### config.mk
export PLATFORM = sky130hd
export DESIGN_NAME = shared_reg_arbiter
export DESIGN_NICKNAME = d
export VERILOG_FILES = /design/src/rtl/shared_reg_arbiter.sv
export SDC_FILE = /design/constraint.sdc
export NUM_CORES = 1
export LEC_CHECK = 0
export CAP_MARGIN = 20
export CELL_PAD_IN_SITES_DETAIL_PLACEMENT = 0
export CELL_PAD_IN_SITES_GLOBAL_PLACEMENT = 1
export CORE_UTILIZATION = 35
export CTS_CLUSTER_DIAMETER = 60
export CTS_CLUSTER_SIZE = 30
export DETAILED_ROUTE_END_ITERATION = 10
export PLACE_DENSITY_LB_ADDON = 0.12
export SLEW_MARGIN = 20
export SYNTH_ARGS = -nofsm -noshare
export SYNTH_HDL_FRONTEND = slang
export SYNTH_SLANG_ARGS = --single-unit
### constraint.sdc
create_clock -name clk -period 2.81 [get_ports clk]
set_input_delay 0.7025 -clock clk [delete_from_list [all_inputs] [get_ports clk]]
set_output_delay 0.7025 -clock clk [all_outputs]
set_load 0.005 [all_outputs]
### src/rtl/shared_reg_arbiter.sv
// Round-robin arbiter granting N_REQ requesters write access to one shared
// register, with a fixed busy/hold window after every committed write.
module shared_reg_arbiter #(
    parameter int N_REQ    = 4,
    parameter int WIDTH    = 8,
    parameter int HOLD_CYC = 2
) (
    input  logic                   clk,
    input  logic                   rst,
    input  logic [N_REQ-1:0]       req,
    input  logic [N_REQ*WIDTH-1:0] wdata,
    output logic [N_REQ-1:0]       gnt,
    output logic [WIDTH-1:0]       q,
    output logic                   busy,
    output logic [7:0]             wr_cnt
);

    localparam int PW = (N_REQ > 1) ? $clog2(N_REQ) : 1;
    localparam int HW = (HOLD_CYC > 1) ? $clog2(HOLD_CYC + 1) : 1;

    typedef enum logic [1:0] {IDLE, GRANT, HOLD} state_e;

    state_e            state_q, state_d;
    logic [PW-1:0]     ptr_q, ptr_d;
    logic [PW-1:0]     win_q, win_d;
    logic [HW-1:0]     hold_q, hold_d;
    logic [N_REQ-1:0]  gnt_q, gnt_d;
    logic              busy_q, busy_d;
    logic [WIDTH-1:0]  data_q, data_d;
    logic [7:0]        cnt_q, cnt_d;
    logic [PW-1:0]     sel;

    // Scan from the farthest offset back to ptr so the nearest request wins.
    function automatic logic [PW-1:0] pick(input logic [N_REQ-1:0] r,
                                           input logic [PW-1:0] p);
        logic [PW-1:0] s;
        int            idx;
        s = p;
        for (int k = N_REQ - 1; k >= 0; k--) begin
            idx = int'(p) + k;
            if (idx >= N_REQ) idx = idx - N_REQ;
            if (r[idx]) s = PW'(idx);
        end
        return s;
    endfunction

    assign sel = pick(req, ptr_q);

    always_ff @(posedge clk or posedge rst) begin
        if (rst) begin
            state_q <= IDLE;
            ptr_q   <= '0;
            win_q   <= '0;
            hold_q  <= '0;
            gnt_q   <= '0;
            busy_q  <= 1'b0;
            data_q  <= '0;
            cnt_q   <= '0;
        end else begin
            state_q <= state_d;
            ptr_q   <= ptr_d;
            win_q   <= win_d;
            hold_q  <= hold_d;
            gnt_q   <= gnt_d;
            busy_q  <= busy_d;
            data_q  <= data_d;
            cnt_q   <= cnt_d;
        end
    end

    always_comb begin
        state_d = state_q;
        unique case (state_q)
            IDLE:    if (|req) state_d = GRANT;
            GRANT:   state_d = (HOLD_CYC > 0) ? HOLD : IDLE;
            HOLD:    if (hold_q == '0) state_d = IDLE;
            default: state_d = IDLE;
        endcase
    end

    always_comb begin
        ptr_d  = ptr_q;
        win_d  = win_q;
        hold_d = hold_q;
        data_d = data_q;
        cnt_d  = cnt_q;
        gnt_d  = '0;
        unique case (state_q)
            IDLE: begin
                if (|req) win_d = sel;
            end
            GRANT: begin
                data_d = wdata[int'(win_q)*WIDTH +: WIDTH];
                cnt_d  = cnt_q + 8'd1;
                ptr_d  = (int'(win_q) == N_REQ - 1) ? '0 : win_q + PW'(1);
                hold_d = HW'((HOLD_CYC > 0) ? HOLD_CYC - 1 : 0);
            end
            HOLD: begin
                if (hold_q != '0) hold_d = hold_q - HW'(1);
            end
            default: ;
        endcase
        if (state_d == GRANT) gnt_d[win_d] = 1'b1;
        busy_d = (state_d != IDLE);
    end

    assign gnt    = gnt_q;
    assign busy   = busy_q;
    assign q      = data_q;
    assign wr_cnt = cnt_q;

endmodule

# [Yosys cells after proc, flatten, opt, wreduce, memory -nomap -nowiden]
# Index checks and enable logic that the tools add are counted.
[totals] in_bits=38 n_memories=0 latchBits=0 output_inout_bits=21 ramBits=0 mem_bits_ro=0 regBits=29
[classes] multipliers=0 n_shift=1 n_lt_le_gt_ge=10 div=0 n_eq_ne=5 n_reduce_logical=8 addsub=10 n_mux=31 bitwise_logic=0
[op_table] operator="32-bit by 4-bit < comparator with 1-bit output (second input constant)" count=4
[op_table] operator="32-bit 2-to-1 mux" count=4
[op_table] operator="32-bit by 6-bit variable part select with 8-bit output" count=1
[op_table] operator="2-bit 2-to-1 mux" count=10
[op_table] operator="3-bit by 3-bit subtractor with 4-bit output (second input constant)" count=3
[op_table] operator="3-bit >= comparator (second input constant)" count=3
[op_table] operator="1-bit 2-to-1 mux" count=9
[op_table] operator="8-bit by 1-bit adder with 8-bit output (second input constant)" count=1
[op_table] operator="1-bit binary-select mux with 2-bit select" count=4
[op_table] operator="2-bit by 2-bit adder with 3-bit output (second input constant)" count=2
[op_table] operator="2-bit by 1-bit == test with 1-bit output (second input constant)" count=3
[op_table] operator="2-bit case mux with 3 select lines" count=1
[op_table] operator="2-bit nonzero test" count=3
[op_table] operator="2-bit logical NOT" count=2
[op_table] operator="4-bit 2-to-1 mux" count=1
[op_table] operator="2-bit case mux with 2 select lines" count=1
[op_table] operator="4-bit OR reduction" count=1
[op_table] operator="2-bit by 3-bit subtractor with 4-bit output (second input constant)" count=1
[op_table] operator="2-bit by 1-bit adder with 3-bit output (second input constant)" count=1
[op_table] operator="2-bit by 3-bit >= comparator with 1-bit output (second input constant)" count=1
[op_table] operator="2-bit by 3-bit < comparator with 1-bit output (second input constant)" count=1
[op_table] operator="2-bit by 1-bit adder with 2-bit output (second input constant)" count=1
[op_table] operator="1-bit demux with 2-bit select" count=1
[op_table] operator="2-bit == test (second input constant)" count=1
[op_table] operator="other kinds (5)" count=5

# [Logic depth before layout (Yosys ltp)]
# Gate-level depths: netlist of run 1.
[logic_depth] word_depth=17 mapped_depth=5

# [Least setup slack after synthesis of run 1]
# OpenSTA, ideal clock, no wires.
[synth_timing] kind="input to register" from="input req[1]" to="register gnt_q[2] (netlist: gnt[2])" setup_slack_ns=1.306 arrival_time_ns=1.385 path_buffers=0 stages=4 path_cell_list="nor4_2 nor3_4 o211a_1 and2_1"
[synth_between] elab_cells_between_ends=28 cone_classes="2 x order compare; 1 x eq/ne; 23 x mux; 2 x reduce/logical"
[synth_rtl] item="start, declared" line="10" text="input logic [N_REQ-1:0] req,"
[synth_rtl] item="4-bit OR reduction" line="74" text="IDLE: if (|req) state_d = GRANT;"
[synth_rtl] item="2-bit 2-to-1 mux" line="74"
[synth_rtl] item="2-bit case mux with 3 select lines" line="73" text="unique case (state_q)"
[synth_rtl] item="net state_d[0]" line="23" text="state_e state_q, state_d;"
[synth_rtl] item="2-bit by 1-bit == test with 1-bit output" line="103" text="if (state_d == GRANT) gnt_d[win_d] = 1'b1;"
[synth_rtl] item="4-bit 2-to-1 mux" line="103"
[synth_rtl] item="net gnt_d[2]" line="27" text="logic [N_REQ-1:0] gnt_q, gnt_d;"
[synth_rtl] item="end signal, assigned" line="64" text="gnt_q <= gnt_d;"
[synth_rtl] item="end, declared" line="27"
# The timed path passes the listed nets, and every way through them passes these cells. The select of a mux whose other input is x is not followed.
# A chain may end at the register's enable or synchronous reset.

# [Final worst setup path of run 1]
[layout_timing] from="register cnt_q[3] (netlist: wr_cnt[3])" to="output wr_cnt[3]"
[layout_rtl] item="start, declared" line="30" text="logic [7:0] cnt_q, cnt_d;"
[layout_rtl] item="start signal, assigned" line="67" text="cnt_q <= cnt_d;"
[layout_rtl] item="end, declared" line="15" text="output logic [7:0] wr_cnt"
# No word-level cell between the ends.

==> results of run 1 <==
==> registers in the layout (all words and copies together) (netlist names) <==
signal	flops
busy	1
gnt	4
wr_cnt	8
hold_q	2
ptr_q	2
q	8
win_q	2
state_q	2
==> worst max-delay path by stage <==
| stage | from | to | cells past startpoint |
|---|---|---|---|
| after floorplan | req[1] | gnt[2] | 4 |
| final | wr_cnt[3] | wr_cnt[3] | 1 |
| after global placement | req[1] | gnt[2] | 5 |
| after CTS | wr_cnt[2] | wr_cnt[2] | 1 |
| after detailed placement | req[1] | gnt[2] | 5 |
| after global routing | wr_cnt[2] | wr_cnt[2] | 1 |
==> routing by layer <==
layer	wire (um)	vias up	share of wire [%]
li1	-	593	-
met5	0	-	0
met3	167	2	5.0
met2	1730	39	52
met4	17	0	0.51
met1	1435	584	43
==> final cells by class <==
type	count	share of cell area (%)
flip-flops and latches	29	32.35
inverters	5	0.8366
well taps	50	2.789
clock inverters	1	1.339
repair buffers	59	26.21
clock buffers	7	3.848
multi-input cells	98	32.63
==> cell usage after synthesis (all sizes together), types with 2 or more instances <==
library cell  number
inv                5
o21ai              6
and2               2
xnor2              6
ha                 3
nand2b             2
mux4               8
clkbuf             2
nand3              3
nand4              3
buf                4
nor2b              5
nor2               6
dfrtp             29
nand2             33
nor3               2
==> report_power, final <==
group | switching [mW] | internal (mW) | total [mW]
registers | 0.222 | 0.592 | 0.814
logic | 0.347 | 0.548 | 0.895
clock network | 0.152 | 0.289 | 0.441
==> through the flow <==
stage,hold WS [ns],cell area (um^2),utilization (%),std cells,power [mW]
finish,0.4685,2243,54.90,249,2.150
global route,0.5001,2243,54.90,249,2.329
CTS,0.4753,2243,54.90,249,2.180
detailed placement,0.4624,2127,52.05,241,1.728
global placement,0.4596,2127,52.05,241,1.707
floorplan,0.4682,1513,-,138,1.337
==> cell usage in the layout (no fill, tap or decap), types with 2 or more instances in the layout <==
| cell | instances |
|---|---|
| nor2_1 | 5 |
| nand3_1 | 3 |
| ha_1 | 3 |
| and2_1 | 2 |
| xnor2_1 | 6 |
| clkbuf_8 | 6 |
| inv_1 | 5 |
| mux4_2 | 8 |
| o21ai_0 | 5 |
| nand2_1 | 32 |
| nand4_1 | 3 |
| clkdlybuf4s50_1 | 58 |
| nor2b_1 | 5 |
| dfrtp_1 | 29 |
==> cell families after synthesis <==
group / synth area share, %
xor gates and xnor gates: 4.053
DFF: 47.97
adders and majority gates: 2.482
AOI/OAI and AO/OA: 7.030
muxes: 13.32
and+or+nand+nor: 21.51
buffers and inverters: 3.639
==> run metrics, run 1 <==
status completed; Async SR Flop Fraction 100.0%; top cells by area, synth dfrtp_1 48%, mux4_2 12%, nand2_1 7.9%; Longest Clk Path Bufs 2; hpwl dp 2507 um; NumNets Final 239; # clock sinks 29; initial DRC count 65; TritonRoute pass-1 iters 4; row cnt 23; CTS tree done; pre-CTS WS 0.6626 ns; Syn. warnings 0; RSZ-0062 raised after global routing false; Die Area 4589 um^2; CP top delay family buffers and inverters; clk root buf clkbuf_8; GRT busiest layer met2; # setup viols final 0; drt via density 4.892; f_max 0.5157 GHz; CP max FO 5; final worst slack 0.8710 ns; DRC violations left 0; CP cell instances clkdlybuf4s50_1; Worst R2R Setup Slack 1.27 ns; IO Count 59; WS Path Type reg -> out; Power Density 958.3 nW/um^2; vias in the first global route 1,225; FF+latch count, synth 29; WL final 3350 um; Routed Antenna Nets 0; clk slew on worst S/H paths 0.06 ns; Final Max Tran Viols 0; crit path time final 1.939 ns; crit path buf inv count 1; sequential share of the synthesized area 47.97%; Required @ worst endpoint 2.11 ns; Ant. Diodes 0; delay of the slowest critical-path stage 0.53 ns; fraction of layout cells with a size suffix above 1 11.56%; endpoints failing hold 0; H-tree levels 2; setup_tns 0 ns; Post-synth EDFFs 0; GP Congestion 0.8370; Hold Path End wr_cnt[7]; grt met2 use 27.85%; total number of vias 1,218; post-synth top area share 47.97%; Syn-to-layout area delta 48.30%; Max Cap Viol 0; Yosys cell types 42; Core Region 4086 um^2; Hold Crit Class reg -> reg; largest net degree at the start of global routing 30; hold_sp wr_cnt[7]; Post-CTS Hold Buffers 0; CP endpoint kind output port; Worst Tran Pin Value 0.5874 ns; Mapped Nets 179; Die W 67.74 um; Initial Util 37.02%; Multi-input gate area 732.0 um^2; syn_area_per_cell 10.96 um^2; Cells after Synth 138; critical path launch point type register; first-pass GRT wire length 5513 um; GR Layer Usage met1 20.38%; GRT Residual Overflow 0; hold path depth 1; Post-CTS Setup Repair Bufs 0; critical path arrival 1.24 ns; cts bufs inserted 5; mapped cell area 1513 um^2; RR Endpoint q[2]; Post-CTS Resized 0; crit share post-route 69.00%; Leak Pwr 0.9656 nW; R2R cell count 3; initial antenna violation count 0; reg-to-reg startpoint win_q[0]; Most used DFF post-synth dfrtp_1; Avg WL per Cell 13.45 um; die height 67.74 um; GR Util met3 4.392%; post-synth top area cell dfrtp_1; # port buffers 58; Peak VDD IR 0.0004490 V; CP max stage cell clkdlybuf4s50_1; worst-skew pair later-pin latency 0.27 ns; Slew headroom 60.84%; GRT Util Overall 16.59%; fillers 352; FF+latch area 725.7 um^2; Setup Skew 0.004815 ns
Note: power is estimated with default switching activity, not from simulation.
==> run 2, diff against run 1 <==
Settings changed: CORE_UTILIZATION 35 to 32.
Clock period 2.81 ns to 1.95 ns, I/O delays scaled along.
==> run 2 against run 1 <==
Register-to-register slack worse by 0.84 ns. Sequential power up 44%. Critical path type unchanged. Combinational power up 47%. The run now ends with design-rule violations left. Worst hold slack better by 0.00084 ns.
==> run metrics, run 2 (same netlist as run 1, synthesis figures left out) <==
status finished with violations; failing checks design-rule violations; TritonRoute pass-1 iters 7; pre-CTS WS 0.005826 ns; Peak VDD IR 0.0004135 V; Worst Tran Pin Value 0.5785 ns; Final Max Tran Viols 0; Crit path depth 1; GRT Residual Overflow 0; clk slew on worst S/H paths 0.06 ns; WS Path Type reg -> out; Avg WL per Cell 13.68 um; total number of vias 1,249; # setup viols final 0; fin util 50.03%; crit path time final 1.722 ns; CTS tree done; Worst R2R Setup Slack 0.43 ns; clk root buf clkbuf_8; final worst slack 0.2283 ns; initial DRC count 45; CP cell instances clkdlybuf4s50_1; CP max FO 5; Post-CTS Hold Buffers 0; setup_tns 0 ns; NumNets Final 240; endpoints failing hold 0; Setup Skew 0.006610 ns; # port buffers 58; Hold Path End wr_cnt[7]; Routed Antenna Nets 0; CP max stage cell clkdlybuf4s50_1; delay of the slowest critical-path stage 0.54 ns; crit path buf inv count 1; post-route cell area 2223 um^2; hold_sp wr_cnt[7]; Post-CTS Setup Repair Bufs 0; most common cell after layout, fill and taps aside clkdlybuf4s50_1; f_max 0.5808 GHz; placed cell count 244; Power Density 1338 nW/um^2; drt via density 4.976; Syn-to-layout area delta 46.98%; DP Area 2137 um^2; Initial Util 34.04%; cts bufs inserted 5; GP Congestion 0.7203; Die W 70.76 um; die height 70.76 um; hpwl dp 2570 um; vias in the first global route 1,322; critical path launch point type register; IO Count 59; R2R cell count 3; largest net degree at the start of global routing 30; Max Cap Viol 0; RSZ-0062 raised after global routing false; Leak Pwr 0.9567 nW; first-pass GRT wire length 6092 um; Longest Clk Path Bufs 2; Ant. Diodes 0; RR Endpoint q[5]; reg-to-reg startpoint win_q[0]; # clock sinks 29; critical path arrival 1.23 ns; most frequent cells in the layout 58 x clkdlybuf4s50_1, 32 x nand2_1, 29 x dfrtp_1; Slew headroom 61.43%; CP endpoint kind output port; Finished Layout Cells 251; fraction of layout cells with a size suffix above 1 11.56%; hold path depth 1; Hold Crit Class reg -> reg; initial antenna violation count 0; Core Region 4444 um^2; Required @ worst endpoint 1.46 ns; DRC violations left 2; worst-skew pair later-pin latency 0.27 ns; Die Area 5006 um^2; Post-CTS Resized 0; CP top delay family buffers and inverters; GRT Util Overall 15.42%; H-tree levels 2; crit share post-route 88.29%; row cnt 24; WL final 3434 um
-- run 2: worst max path at each step --
stage	start	endpoint	slack (ns)
2_1_floorplan	req[1]	gnt[2]	0.66
3_3_place_gp	req[1]	gnt[2]	0.06
3_5_place_dp	req[2]	gnt[2]	0.006
4_1_cts	wr_cnt[2]	wr_cnt[2]	0.21
5_1_grt	wr_cnt[2]	wr_cnt[2]	0.17
6_report	wr_cnt[2]	wr_cnt[2]	0.23
-- run 2: power breakdown --
group          internal (mW)  switching, mW  total (mW)  leakage [nW]
clock network          0.279          0.207       0.487        0.0443
logic                  0.804          0.512        1.32         0.549
registers              0.854          0.319        1.17         0.364
-- run 2: final cells by class --
| class | instances | area, um^2 |
|---|---|---|
| timing repair buffer | 60 | 595.6 |
| clock buffer | 7 | 86.33 |
| fill | 417 | 2221 |
| tap | 52 | 65.06 |
| multi-input combinational | 98 | 732.0 |
| sequential | 29 | 725.7 |
| inverter | 5 | 18.77 |
-- run 2: metal layers --
layer / GRT usage, % / vias up / wire [um]
li1: - / 595 / -
met1: 18.40 / 611 / 1438
met2: 26.50 / 41 / 1777
met3: 5.556 / 2 / 202
met4: 4.000 / 0 / 16
met5: 0 / - / 0
-- run 2: per-stage QoR --
| stage | hold WS, ns | total power, mW |
|---|---|---|
| floorplan | 0.4682 | 1.926 |
| global placement | 0.4586 | 2.474 |
| detailed placement | 0.4648 | 2.520 |
| CTS | 0.4743 | 3.025 |
| global route | 0.4882 | 3.230 |
| finish | 0.4693 | 2.976 |
